==> src/rtl/alu_pkg.sv <==
// Shared types for the ALU request controller: ALU op encodings, request
// command codes and the controller FSM states.
package alu_pkg;

  typedef logic [2:0] alu_op_t;

  localparam alu_op_t ALU_AND = 3'b000;
  localparam alu_op_t ALU_OR  = 3'b001;
  localparam alu_op_t ALU_ADD = 3'b010;
  localparam alu_op_t ALU_SUB = 3'b110;
  localparam alu_op_t ALU_SLL = 3'b100;
  localparam alu_op_t ALU_SRL = 3'b101;

  typedef logic [2:0] req_cmd_t;

  localparam req_cmd_t CMD_AND = 3'd0;
  localparam req_cmd_t CMD_OR  = 3'd1;
  localparam req_cmd_t CMD_ADD = 3'd2;
  localparam req_cmd_t CMD_SUB = 3'd3;
  localparam req_cmd_t CMD_SLL = 3'd4;
  localparam req_cmd_t CMD_SRL = 3'd5;

  typedef enum logic [1:0] {
    ST_IDLE = 2'd0,
    ST_WAIT = 2'd1,
    ST_RESP = 2'd2
  } ctrl_state_t;

endpackage

==> src/rtl/alu_cmd_decoder.sv <==
// Combinational translation of a high-level request command to the ALU op
// select; codes 6 and 7 are flagged illegal and never reach the ALU.
module alu_cmd_decoder
  import alu_pkg::*;
(
  input  req_cmd_t cmd_i,
  output alu_op_t  op_o,
  output logic     illegal_o
);

  always_comb begin
    op_o      = ALU_AND;
    illegal_o = 1'b0;
    case (cmd_i)
      CMD_AND: op_o = ALU_AND;
      CMD_OR:  op_o = ALU_OR;
      CMD_ADD: op_o = ALU_ADD;
      CMD_SUB: op_o = ALU_SUB;
      CMD_SLL: op_o = ALU_SLL;
      CMD_SRL: op_o = ALU_SRL;
      default: illegal_o = 1'b1;
    endcase
  end

endmodule

==> src/rtl/alu_request_controller.sv <==
// Initiator side of the ALU interface: issues one request at a time, waits out
// the ALU latency and returns the flags. Optional macro: ALU_ZERO_LOCAL_EN.
module alu_request_controller
  import alu_pkg::*;
#(
  parameter int DATA_W   = 32,
  parameter int RES_LAT  = 2,
  parameter int ZERO_LAT = 3
) (
  input  logic              clk,
  input  logic              rst,
  input  logic              req_valid,
  output logic              req_ready,
  input  logic [2:0]        req_cmd,
  input  logic [DATA_W-1:0] req_a,
  input  logic [DATA_W-1:0] req_b,
  output logic [2:0]        alu_op,
  output logic [DATA_W-1:0] alu_a,
  output logic [DATA_W-1:0] alu_b,
  input  logic [DATA_W-1:0] alu_result,
  input  logic              alu_zero,
  input  logic              alu_overflow,
  output logic              rsp_valid,
  input  logic              rsp_ready,
  output logic [DATA_W-1:0] rsp_result,
  output logic              rsp_zero,
  output logic              rsp_overflow,
  output logic              rsp_error
);

  // Sized for the longer zero-flag wait so both capture points fit.
  localparam int CNT_W = $clog2(ZERO_LAT + 2);
  localparam logic [CNT_W-1:0] RES_CAP  = CNT_W'(RES_LAT + 1);
`ifndef ALU_ZERO_LOCAL_EN
  localparam logic [CNT_W-1:0] ZERO_CAP = CNT_W'(ZERO_LAT + 1);
`endif

  ctrl_state_t       state_q, state_d;
  logic [CNT_W-1:0]  cnt_q, cnt_d;
  alu_op_t           op_q, op_d;
  logic [DATA_W-1:0] a_q, a_d;
  logic [DATA_W-1:0] b_q, b_d;
  logic [DATA_W-1:0] res_q, res_d;
  logic              zero_q, zero_d;
  logic              ovf_q, ovf_d;
  logic              err_q, err_d;

  alu_op_t dec_op;
  logic    dec_illegal;

  alu_cmd_decoder u_dec (
    .cmd_i     (req_cmd),
    .op_o      (dec_op),
    .illegal_o (dec_illegal)
  );

`ifdef ALU_ZERO_LOCAL_EN
  logic unused_alu_zero;
  assign unused_alu_zero = alu_zero;
`endif

  always_ff @(posedge clk or posedge rst) begin
    if (rst) begin
      state_q <= ST_IDLE;
      cnt_q   <= '0;
      op_q    <= ALU_AND;
      a_q     <= '0;
      b_q     <= '0;
      res_q   <= '0;
      zero_q  <= 1'b0;
      ovf_q   <= 1'b0;
      err_q   <= 1'b0;
    end else begin
      state_q <= state_d;
      cnt_q   <= cnt_d;
      op_q    <= op_d;
      a_q     <= a_d;
      b_q     <= b_d;
      res_q   <= res_d;
      zero_q  <= zero_d;
      ovf_q   <= ovf_d;
      err_q   <= err_d;
    end
  end

  always_comb begin
    state_d = state_q;
    cnt_d   = cnt_q;
    op_d    = op_q;
    a_d     = a_q;
    b_d     = b_q;
    res_d   = res_q;
    zero_d  = zero_q;
    ovf_d   = ovf_q;
    err_d   = err_q;
    case (state_q)
      ST_IDLE: begin
        if (req_valid) begin
          if (dec_illegal) begin
            // Illegal commands never disturb the ALU operands.
            res_d   = '0;
            zero_d  = 1'b0;
            ovf_d   = 1'b0;
            err_d   = 1'b1;
            state_d = ST_RESP;
          end else begin
            op_d    = dec_op;
            a_d     = req_a;
            b_d     = req_b;
            cnt_d   = CNT_W'(1);
            state_d = ST_WAIT;
          end
        end
      end
      ST_WAIT: begin
        cnt_d = cnt_q + CNT_W'(1);
        if (cnt_q == RES_CAP) begin
          res_d = alu_result;
          ovf_d = alu_overflow;
`ifdef ALU_ZERO_LOCAL_EN
          zero_d  = (alu_result == '0);
          err_d   = 1'b0;
          cnt_d   = '0;
          state_d = ST_RESP;
`endif
        end
`ifndef ALU_ZERO_LOCAL_EN
        if (cnt_q == ZERO_CAP) begin
          zero_d  = alu_zero;
          err_d   = 1'b0;
          cnt_d   = '0;
          state_d = ST_RESP;
        end
`endif
      end
      ST_RESP: begin
        if (rsp_ready) begin
          state_d = ST_IDLE;
        end
      end
      default: state_d = ST_IDLE;
    endcase
  end

  assign req_ready    = (state_q == ST_IDLE);
  assign rsp_valid    = (state_q == ST_RESP);
  assign alu_op       = op_q;
  assign alu_a        = a_q;
  assign alu_b        = b_q;
  assign rsp_result   = res_q;
  assign rsp_zero     = zero_q;
  assign rsp_overflow = ovf_q;
  assign rsp_error    = err_q;

endmodule

==> config.mk <==
export PLATFORM = sky130hd
export DESIGN_NAME = alu_request_controller
export DESIGN_NICKNAME = d
export VERILOG_FILES = /design/src/rtl/alu_pkg.sv /design/src/rtl/alu_cmd_decoder.sv /design/src/rtl/alu_request_controller.sv
export SDC_FILE = /design/constraint.sdc
export NUM_CORES = 1
export LEC_CHECK = 0
export ABC_CLOCK_PERIOD_IN_PS = 4200
export BUFFER_PORTS_ARGS = -buffer_cell sky130_fd_sc_hd__buf_4
export CAP_MARGIN = 0
export CORE_MARGIN = 5
export CORE_UTILIZATION = 30
export DETAILED_ROUTE_END_ITERATION = 12
export GPL_ROUTABILITY_DRIVEN = 0
export PLACE_DENSITY_LB_ADDON = 0.15
export RECOVER_POWER = 25
export SLEW_MARGIN = 20
export SYNTH_ARGS = -nofsm -noshare
export SYNTH_HDL_FRONTEND = slang
export SYNTH_SLANG_ARGS = --single-unit
==> constraint.sdc <==
create_clock -name clk -period 4.2 [get_ports clk]
set_input_delay 0.42 -clock clk [delete_from_list [all_inputs] [get_ports clk]]
set_output_delay 0.42 -clock clk [all_outputs]
set_load 0.01 [all_outputs]
==> results.txt, run 1 <==
----------------------------------------------------
[Timing]
  Relative slew margins ... 28.24%
  Number of max-slew violations in the final report ... 0
  Actual transition at the worst max-transition pin ... 1076 ps
  Fin Setup TNS ... 0 ps
  Final-report hold violation count ... 0
  Final number of setup-violating endpoints ... 0
  Worst Skew ... 8.923 ps
  Period Utilization, post-route ... 50.20%
  Final Critical Period ... 2109 ps
  Achievable clock frequency ... 474.3 MHz
  Setup repair after global routing missed its margin ... no

[Clocking]
  H-Tree Level Count ... 3
  Number of gates resized after CTS ... 0
  Buffer type at the clock tree root ... sky130_fd_sc_hd__clkbuf_16
  Clock transition at the registers of the reported paths ... 70 ps
  TritonCTS clock tree ... done
  Count of hold-fix buffers inserted at cts ... 0
  Maximum root-to-sink buffer count ... 2
  TritonCTS buffer count ... 9
  Total number of clock tree sinks ... 107
  Post-CTS setup repair buffer count ... 0
  Clock network latency to the later pin of the worst-skew pair ... 350 ps

[Yosys]
  Synthesized-area fraction occupied by xor and xnor cells ... 0%
  Share of Yosys cell area claimed by the top area cell type ... 62.87%
  Fraction of synthesized area in multiplexers ... 20.24%
  Synthesized area divided by synthesized cell count ... 15.83 sq um
  Compound-Gate Fraction of Synth Area ... 9.694%
  Synthesis-stage register bit count ... 107
  Ys Warns ... 0
  Syn Inst Count ... 269
  Post-Syn Area ... 4259 sq um
  Most area-consuming cells after synthesis ... sky130_fd_sc_hd__dfrtp_1, sky130_fd_sc_hd__mux2_4, sky130_fd_sc_hd__mux2_2
  Nets in the synthesized netlist ... 377
  Count of unique library cells instantiated by Yosys ... 30
  Synth area leader ... sky130_fd_sc_hd__dfrtp_1
  Simple-Gate Fraction of Synth Area ... 2.380%
  Portion of the post-synthesis area used by sequential elements ... 62.87%
  Largest family of logic cells by synthesized area ... multiplexers
  Adder and majority gate portion of the synthesized area ... 0.8813%

[Final layout]
  Fill count ... 1,312
  Commonest non-fill, non-tap cell in the layout ... sky130_fd_sc_hd__buf_4
  Synth-to-Final Area Change ... 46.36%
  Share of post-route cells with drive strength above 1 ... 61.84%
  Antenna Diode Count ... 0
  Final net count ... 580
  Leading cell types in the layout, fill and taps excluded ... sky130_fd_sc_hd__buf_4, sky130_fd_sc_hd__dfrtp_1, sky130_fd_sc_hd__mux2_2

[Placed design]
  Port Buffer Count ... 208
  Total half-perimeter wirelength after legalization and detailed placement ... 8.168 mm

[Die]
  Initial Utilization ... 30.68%
  Site row count ... 43
  Core area ... 13,880 sq um
  Die area ... 16,680 sq um
  Die Y ... 129.2 um
  Overall die width ... 129.2 um
  I/O pin cnt ... 209

[Global routing]
  Global-route wire length before repair ... 17.15 mm
  Initial antenna violation count ... 0
  Pin count of the biggest net entering global routing ... 84
  Via count of the first global-routing pass ... 3,206
  GRT Residual Overflow ... 0
  Total global-route track usage ... 13.18%

[Power and ir drop]
  Power Density ... 751.8 nW/um^2
  Maximum vdd ir drop ... 347.5 uV
  Power, Total ... 0.004686 W
  Leakage ... 3.173 nW

[Flow run]
  Max Cap Viol ... 0

[Setup path]
  CP startpoint kind ... register
  Worst EP required ... 4480 ps
  Type of destination of the critical path ... register
  Data arrival, critical path ... 2390 ps
  Startpoint of the lowest-slack register-to-register path ... state_q[0]
  Crit-path max FO ... 20
  Category of the most critical setup path ... reg2reg
  First element of the critical path ... state_q[0]

[Drt]
  Number of vias per cell after detailed routing ... 4.530
  Remaining routing DRC violations ... 0
  Number of vias after detailed routing ... 2,976
  Antenna Violating Nets Remaining ... 0
  Post-DR wirelength/cell ... 16.98 um
  TritonRoute pass-1 iters ... 4
  Final routed wirelength across all metal layers ... 11.16 mm
  DRC marker count from the first detailed-route iteration ... 103

[Hold path]
  Class of the tightest hold or removal check ... in2async

[Status]
  Status ... complete, no violations

----------------------------------------------------
[cells in the mapped netlist (all sizes together)]
cell type and n:
nand4 1, mux2 66, a21oi 4, nand3 1, nand2 6, and2 1
a31oi 3, a21o 2, nor2b 5, nor3b 1, a211oi 2, ha 3
nor2 1, a211o 1, a22o 33, mux2i 1, buf 18, inv 6
o21ai 4, a32oi 1, o22ai 1, dfrtp 107, nand4b 1
[cells by family after synthesis]
family                   count (synthesis)
multiplexers                            67
adder cells (fa/ha/maj)                  3
buffers and inverters                   24
AND/OR/NAND/NOR                         17
flip-flops                             107
AO/OA/AOI/OAI                           51
[power breakdown]
| part | leakage [nW] | switching, W | internal, W |
|---|---|---|---|
| logic | 1.73 | 0.000834 | 0.00120 |
| registers | 1.30 | 0.000284 | 0.00151 |
| clock network | 0.146 | 0.000374 | 0.000481 |
[flip-flops by register name (all words and copies together), names as in the netlist]
| name | flops |
|---|---|
| rsp_zero | 1 |
| alu_op | 3 |
| rsp_error | 1 |
| rsp_overflow | 1 |
| alu_b | 32 |
| state_q | 2 |
| alu_a | 32 |
| cnt_q | 3 |
| rsp_result | 32 |
[routing by layer]
layer	routed length, um	GRT usage [%]
met5	0	0
met4	216	5.188
met3	794	4.411
met2	5812	22.56
met1	4335	15.26
[path summary, 6_finish.rpt]
| kind | cells after the start | end | slack (ps) |
|---|---|---|---|
| min reg2reg | 1 | rsp_result[8] | 500 |
| min | 2 | alu_b[3] | 230 |
| max in group asynchronous | 3 | alu_b[0] | 3130 |
| min in group clk | 2 | rsp_result[7] | 290 |
| max | 4 | rsp_result[1] | 2090 |
| max reg2reg | 4 | rsp_result[1] | 2090 |
[final cells by class]
class	instances	area [sq um]	area share, %
Sequential cell	107	2678	42.95
Clock buffer	11	242.7	3.894
Clock inverter	5	60.06	0.9635
Tap cell	180	225.2	3.613
Multi-Input combinational cell	138	1420	22.78
Inverter	6	27.53	0.4416
Timing Repair Buffer	210	1580	25.35
[metrics by stage]
stage | hold WS, ps | instance area [sq um] | worst slack (ps) | cells | utilization, %
2_1_floorplan | 517.5 | 4259 | 962.8 | 269 | -
3_3_place_gp | 485.5 | 5916 | 1928 | 640 | 42.62
3_5_place_dp | 482.7 | 5931 | 2118 | 641 | 42.73
4_1_cts | 275.4 | 6233 | 2118 | 657 | 44.91
5_1_grt | 275.2 | 6233 | 1948 | 657 | 44.91
6_report | 228.8 | 6233 | 2092 | 657 | 44.91
[worst max-delay path, stage by stage (launching register included)]
cell	delay [ps]
sky130_fd_sc_hd__dfrtp_1	570
sky130_fd_sc_hd__nor2b_1	470
sky130_fd_sc_hd__and2_1	580
sky130_fd_sc_hd__buf_8	250
sky130_fd_sc_hd__a22o_1	160
Note: power is estimated with default switching activity, not from simulation.
==> run 2, diff against run 1 <==
Settings changed: ABC_CLOCK_PERIOD_IN_PS 4200 to 1970.
Clock period 4.2 ns to 1.97 ns, I/O delays scaled along.
==> run 2 against run 1 <==
Effect of this change: power up 110%; first-iteration DRC count up 34%; maximum frequency up 29%; critical endpoint is now alu_b[25]; global-route usage up 0.097 points; via count up 1.3%; clock skew about the same; clock power up 120%; critical path depth unchanged; flip-flop and latch count unchanged; routed wire length about the same; final cell count up 1.4%; largest power group unchanged.
==> results.txt, run 2 (synthesis gave the netlist of run 1 again) <==
----------------------------------------------------
[Status]
  Status ... complete, no violations (unchanged)

[Placed design]
  Area after DPL ... 6055 sq um (was 5931 sq um)
  Cell count after placement ... 650 (was 641)
  Port Buffer Count ... 208 (unchanged)
  Total half-perimeter wirelength after legalization and detailed placement ... 8.360 mm (was 8.168 mm)

[Clocking]
  Clock network latency to the later pin of the worst-skew pair ... 340 ps (was 350 ps)
  H-Tree Level Count ... 3 (unchanged)
  Total number of clock tree sinks ... 107 (unchanged)
  Maximum root-to-sink buffer count ... 2 (unchanged)
  TritonCTS clock tree ... done (unchanged)
  TritonCTS buffer count ... 9 (unchanged)
  Buffer type at the clock tree root ... sky130_fd_sc_hd__clkbuf_16 (unchanged)
  Clock transition at the registers of the reported paths ... 70 ps (about the same)
  Number of gates resized after CTS ... 0 (unchanged)

[Global routing]
  Met3 layer usage reported by global route ... 5.771% (was 4.411%)
  Global-route wire length before repair ... 17.25 mm (was 17.15 mm)
  Pin count of the biggest net entering global routing ... 34 (was 84)
  Met1 routing resource usage after global routing ... 16.06% (was 15.26%)
  Global-route met2 utilization ... 21.77% (was 22.56%)
  Via count of the first global-routing pass ... 3,312 (was 3,206)
  Peak-usage layer in the global routing report ... met2 (unchanged)
  Initial antenna violation count ... 0 (unchanged)
  GRT Residual Overflow ... 0 (unchanged)
  Total global-route track usage ... 13.28% (was 13.18%)

[Power and ir drop]
  Leakage ... 3.033 nW (was 3.173 nW)
  Fraction of power spent switching nets ... 32.36% (was 31.83%)
  Maximum vdd ir drop ... 741.1 uV (was 347.5 uV)
  Portion of total power attributed to the clock network ... 19.7% (was 18.2%)
  Power Density ... 1576 nW/um^2 (was 751.8 nW/um^2)
  Internal portion of total power ... 0.006576 W (was 0.003195 W)
  NetSw ... 0.003146 W (was 0.001491 W)
  Flop pwr share ... 39.5% (was 38.4%)
  Relative contribution of combinational cells to total power ... 40.9% (was 43.4%)
  Power, Total ... 0.009722 W (was 0.004686 W)

[Final layout]
  Antenna Diode Count ... 0 (unchanged)
  Post-Layout Cell Count ... 666 (was 657)
  Multi-input combinational cell area ... 1419 sq um (was 1420 sq um)
  Share of post-route cells with drive strength above 1 ... 50.82% (was 61.84%)
  Leading cell types in the layout, fill and taps excluded ... sky130_fd_sc_hd__buf_4, sky130_fd_sc_hd__dfrtp_1, sky130_fd_sc_hd__clkbuf_1 (was sky130_fd_sc_hd__buf_4, sky130_fd_sc_hd__dfrtp_1, sky130_fd_sc_hd__mux2_2)
  Area of all placed cells without fillers ... 6170 sq um (was 6233 sq um)
  Fill count ... 1,340 (was 1,312)
  Seq. cell area ... 2678 sq um (unchanged)
  Commonest non-fill, non-tap cell in the layout ... sky130_fd_sc_hd__buf_4 (unchanged)
  Synth-to-Final Area Change ... 44.86% (was 46.36%)
  Final net count ... 590 (was 580)

[Drt]
  Antenna Violating Nets Remaining ... 0 (unchanged)
  Number of vias per cell after detailed routing ... 4.526 (was 4.530)
  TritonRoute pass-1 iters ... 4 (unchanged)
  Remaining routing DRC violations ... 0 (unchanged)
  DRC marker count from the first detailed-route iteration ... 138 (was 103)
  Post-DR wirelength/cell ... 16.77 um (was 16.98 um)
  Final routed wirelength across all metal layers ... 11.17 mm (was 11.16 mm)
  Number of vias after detailed routing ... 3,014 (was 2,976)

[Die]
  I/O pin cnt ... 209 (unchanged)
  Overall die width ... 129.2 um (unchanged)
  Die area ... 16,680 sq um (unchanged)
  Die Y ... 129.2 um (unchanged)
  Core area ... 13,880 sq um (unchanged)
  Site row count ... 43 (unchanged)
  Initial Utilization ... 30.68% (unchanged)

[Hold path]
  Class of the tightest hold or removal check ... in2reg (was in2async)

[Setup path]
  Crit-path max FO ... 13 (was 20)
  Type of destination of the critical path ... register (unchanged)
  Worst EP required ... 2190 ps (was 4480 ps)
  CP startpoint kind ... register (unchanged)
  Category of the most critical setup path ... reg2reg (unchanged)
  Data arrival, critical path ... 1860 ps (was 2390 ps)

[Timing]
  Final Critical Period ... 1633 ps (was 2109 ps)
  Period Utilization, post-route ... 82.92% (was 50.20%)
  Fin Setup TNS ... 0 ps (unchanged)
  Setup repair after global routing missed its margin ... no (unchanged)
  Number of max-slew violations in the final report ... 0 (unchanged)
  Achievable clock frequency ... 612.2 MHz (was 474.3 MHz)
  Relative slew margins ... 23.08% (was 28.24%)
  Worst Skew ... 8.927 ps (was 8.923 ps)
  Hold Slack ... 71.46 ps (was 228.8 ps)
  Final-report hold violation count ... 0 (unchanged)
  Final number of setup-violating endpoints ... 0 (unchanged)
  Actual transition at the worst max-transition pin ... 1147 ps (was 1076 ps)

[Flow run]
  Max Cap Viol ... 0 (unchanged)

----------------------------------------------------
## run 2: final timing paths
path	slack (ps)	endpoint	startpoint	cells after the start
setup reg to reg	340	alu_b[25]	state_q[0]	4
min in group asynchronous	640	alu_a[8]	rst	3
hold reg to reg	500	rsp_result[4]	rsp_result[4]	1
max in group asynchronous	460	cnt_q[2]	rst	4
setup / recovery	340	alu_b[25]	state_q[0]	4
hold / removal	70	rsp_overflow	alu_overflow	2
## run 2: critical path, cell delays in order, from the launching register on
cell and delay, ps:
sky130_fd_sc_hd__dfrtp_1 570, sky130_fd_sc_hd__a21oi_4 80, sky130_fd_sc_hd__nand2_4 250, sky130_fd_sc_hd__buf_4 260, sky130_fd_sc_hd__mux2_2 350
## run 2: through the flow
stage               setup slack, ps  utilization, %
finish                        336.5           44.45
global route                  190.2           44.45
CTS                           308.2           45.98
detailed placement            324.9           43.62
global placement              393.2           43.62
floorplan                     485.5               -
## run 2: area by class of cell
cell class | instances | share of cell area (%)
flip-flops and latches | 107 | 43.40
repair buffers | 220 | 24.42
multi-input cells | 138 | 23.00
clock buffers | 11 | 3.934
well taps | 180 | 3.650
clock inverters | 4 | 1.217
inverters | 6 | 0.3853
## run 2: power groups by stage
| stage | combinational [W] | sequential, W | clock (W) |
|---|---|---|---|
| 2_1_floorplan | 0.00192 | 0.00423 | 0 |
| 3_3_place_gp | 0.00446 | 0.00384 | 0 |
| 3_5_place_dp | 0.00448 | 0.00387 | 0 |
| 4_1_cts | 0.00450 | 0.00386 | 0.00201 |
| 5_1_grt | 0.00433 | 0.00397 | 0.00208 |
| 6_report | 0.00397 | 0.00384 | 0.00191 |
## run 2: what timing repair did
item,CTS,global route
setup buffers,0,0
endpoints found under the hold margin,20,0
hold buffers,1,0
## run 2: routing by layer
layer | wire, um | share of wire (%)
met3 | 1040 | 9.3
met4 | 131 | 1.2
met1 | 4431 | 40
met2 | 5565 | 50
met5 | 0 | 0
==> run 3, diff against run 2 <==
Settings changed: ABC_CLOCK_PERIOD_IN_PS 1970 to 1600.
Clock period 1.97 ns to 1.6 ns, I/O delays scaled along.
==> run 3 against run 2 <==
Effect of this change: final cell count down 0.15%; design area up 2.9%; non-clock buffer count down 2; sequential share of layout area down 1.2 points; clock skew fell by 5.1 ps; die area stayed put; critical path depth up 1; via count up 1.1%; global-route usage grew 0.18 points; clock power up 9.9%; highest routed layer unchanged.
==> results.txt, run 3 (synthesis gave the netlist of run 1 again) <==
----------------------------------------------------
[Hold path]
  Class of the tightest hold or removal check ... in2reg (unchanged)

[Clocking]
  Clock transition at the registers of the reported paths ... 70 ps (about the same)
  Maximum root-to-sink buffer count ... 2 (unchanged)
  TritonCTS clock tree ... done (unchanged)
  H-Tree Level Count ... 3 (unchanged)
  TritonCTS buffer count ... 9 (unchanged)
  Total number of clock tree sinks ... 107 (unchanged)
  Clock network latency to the later pin of the worst-skew pair ... 350 ps (was 340 ps)
  Buffer type at the clock tree root ... sky130_fd_sc_hd__clkbuf_16 (unchanged)

[Setup path]
  Cell Chain, Critical Path ... ha_1 -> ha_1 -> and2_1 -> buf_12 -> a22o_1 (was a21oi_4 -> nand2_4 -> buf_4 -> mux2_2)
  Critical path's largest stage delay ... 400 ps (was 570 ps)
  Worst EP required ... 1840 ps (was 2190 ps)
  Bufs and invs on worst path ... 1 (unchanged)
  Category of the most critical setup path ... reg2reg (unchanged)
  Top cell family by delay on the critical path ... flip-flops (unchanged)
  Crit-path max FO ... 33 (was 13)
  Most used cell along the critical path ... sky130_fd_sc_hd__ha_1
  CP startpoint kind ... register (unchanged)
  Data arrival, critical path ... 1730 ps (was 1860 ps)
  Slowest-stage cell, CP ... sky130_fd_sc_hd__dfrtp_1 (unchanged)
  Type of destination of the critical path ... register (unchanged)

[Drt]
  Antenna Violating Nets Remaining ... 0 (unchanged)
  TritonRoute pass-1 iters ... 6 (was 4)
  Post-DR wirelength/cell ... 16.97 um (was 16.77 um)
  DRC marker count from the first detailed-route iteration ... 95 (was 138)
  Number of vias after detailed routing ... 3,046 (was 3,014)
  Remaining routing DRC violations ... 0 (unchanged)
  Final routed wirelength across all metal layers ... 11.29 mm (was 11.17 mm)
  Number of vias per cell after detailed routing ... 4.580 (was 4.526)

[Status]
  Status ... complete, no violations (unchanged)

[Global routing]
  GRT Residual Overflow ... 0 (unchanged)
  Total global-route track usage ... 13.46% (was 13.28%)
  Pin count of the biggest net entering global routing ... 42 (was 34)
  Initial antenna violation count ... 0 (unchanged)
  Global-route wire length before repair ... 17.34 mm (was 17.25 mm)
  Via count of the first global-routing pass ... 3,292 (was 3,312)

[Die]
  Site row count ... 43 (unchanged)
  Core area ... 13,880 sq um (unchanged)
  Overall die width ... 129.2 um (unchanged)
  Die Y ... 129.2 um (unchanged)
  Initial Utilization ... 30.68% (unchanged)
  I/O pin cnt ... 209 (unchanged)
  Die area ... 16,680 sq um (unchanged)

[Power and ir drop]
  NetSw ... 0.003990 W (was 0.003146 W)
  Leakage ... 3.226 nW (was 3.033 nW)
  Maximum vdd ir drop ... 1087 uV (was 741.1 uV)
  Flop pwr share ... 38.5% (was 39.5%)
  Power Density ... 1935 nW/um^2 (was 1576 nW/um^2)
  Portion of total power attributed to the clock network ... 17.1% (was 19.7%)
  Fraction of power spent switching nets ... 32.48% (was 32.36%)
  Relative contribution of combinational cells to total power ... 44.4% (was 40.9%)
  Internal portion of total power ... 0.008294 W (was 0.006576 W)

[Timing]
  Final Critical Period ... 1497 ps (was 1633 ps)
  Slack of the critical path ... 102.9 ps (was 336.5 ps)
  Achievable clock frequency ... 668.0 MHz (was 612.2 MHz)
  Final-report hold violation count ... 0 (unchanged)
  Relative slew margins ... 36.13% (was 23.08%)
  Setup repair after global routing missed its margin ... no (unchanged)
  Period Utilization, post-route ... 93.57% (was 82.92%)
  Number of max-slew violations in the final report ... 0 (unchanged)
  Actual transition at the worst max-transition pin ... 952.8 ps (was 1147 ps)
  Worst Skew ... 3.838 ps (was 8.927 ps)
  Fin Setup TNS ... 0 ps (unchanged)
  Final number of setup-violating endpoints ... 0 (unchanged)

[Final layout]
  Antenna Diode Count ... 0 (unchanged)
  Leading cell types in the layout, fill and taps excluded ... sky130_fd_sc_hd__buf_4, sky130_fd_sc_hd__dfrtp_1, sky130_fd_sc_hd__mux2_2 (was sky130_fd_sc_hd__buf_4, sky130_fd_sc_hd__dfrtp_1, sky130_fd_sc_hd__clkbuf_1)
  Synth-to-Final Area Change ... 49.09% (was 44.86%)
  Area of all placed cells without fillers ... 6350 sq um (was 6170 sq um)
  Multi-input combinational cell area ... 1419 sq um (unchanged)
  Commonest non-fill, non-tap cell in the layout ... sky130_fd_sc_hd__buf_4 (unchanged)
  Final net count ... 588 (was 590)
  Share of post-route cells with drive strength above 1 ... 62.68% (was 50.82%)
  Seq. cell area ... 2679 sq um (was 2678 sq um)
  Fill count ... 1,284 (was 1,340)
  Post-Layout Cell Count ... 665 (was 666)
  Final standard cell utilization of the core ... 45.75% (was 44.45%)

[Placed design]
  Post-placement setup slack ... 59.83 ps (was 324.9 ps)
  Area after DPL ... 6065 sq um (was 6055 sq um)
  Cell count after placement ... 648 (was 650)
  Total half-perimeter wirelength after legalization and detailed placement ... 8.272 mm (was 8.360 mm)
  Port Buffer Count ... 208 (unchanged)

[Flow run]
  Max Cap Viol ... 0 (unchanged)

----------------------------------------------------
-- run 3: changes by cell type in the layout (fill, tap and decap cells not counted), moves of 2 or more --
| cell | previous run | this run |
|---|---|---|
| sky130_fd_sc_hd__clkinv_2 | 0 | 2 |
| sky130_fd_sc_hd__inv_6 | 0 | 2 |
| sky130_fd_sc_hd__buf_12 | 5 | 7 |
| sky130_fd_sc_hd__bufinv_16 | 2 | 0 |
| sky130_fd_sc_hd__buf_4 | 157 | 209 |
| sky130_fd_sc_hd__clkbuf_1 | 57 | 0 |
-- run 3: timing repair --
| action | in CTS | in global routing |
|---|---|---|
| setup endpoints to repair | 0 | 33 |
| hold endpoints to repair | 14 | 0 |
| gates resized for setup | 0 | 1 |
| hold buffers | 1 | 0 |
| setup buffers | 0 | 0 |
-- run 3: through the flow --
stage,power [W],hold WS (ps)
floorplan,0.007575,299.7
global placement,0.01021,214.1
detailed placement,0.01033,215.5
CTS,0.01251,10.26
global route,0.01310,8.759
finish,0.01228,28.97
-- run 3: power by group through the flow --
stage                     registers [W]  clock network (W)  logic (W)
after floorplan                 0.00521                  0    0.00236
after global placement          0.00474                  0    0.00547
after detailed placement        0.00477                  0    0.00556
after CTS                       0.00475            0.00219    0.00557
after global routing            0.00491            0.00230    0.00588
final                           0.00473            0.00210    0.00545
-- run 3: final cells by class --
type / instances / share of cell area [%]
Sequential cell: 107 / 42.19
Clock inverter: 7 / 0.8079
Tap cell: 180 / 3.547
Inverter: 6 / 0.3744
Timing Repair Buffer: 218 / 27.19
Clock buffer: 9 / 3.547
Multi-Input combinational cell: 138 / 22.34
-- run 3: metal layers --
metal,vias up,routed length [um],part of all wire [%],global-route usage (%)
li1,1392,-,-,-
met1,1524,4335,38,15.53
met2,113,5714,51,22.20
met3,17,1013,9.0,6.142
met4,0,225,2.0,4.694
met5,-,0,0,0
-- run 3: worst paths after layout --
check                                     from              to  slack [ps]  cells past startpoint
worst max-delay path                  cnt_q[0]  rsp_result[23]         100                      5
worst min-delay path             alu_result[4]   rsp_result[4]          30                      2
worst max register to register        cnt_q[0]  rsp_result[23]         100                      5
worst min register to register  rsp_result[26]  rsp_result[26]         500                      1
max in group asynchronous                  rst      state_q[0]         440                      4
min in group asynchronous                  rst        alu_a[2]         530                      3
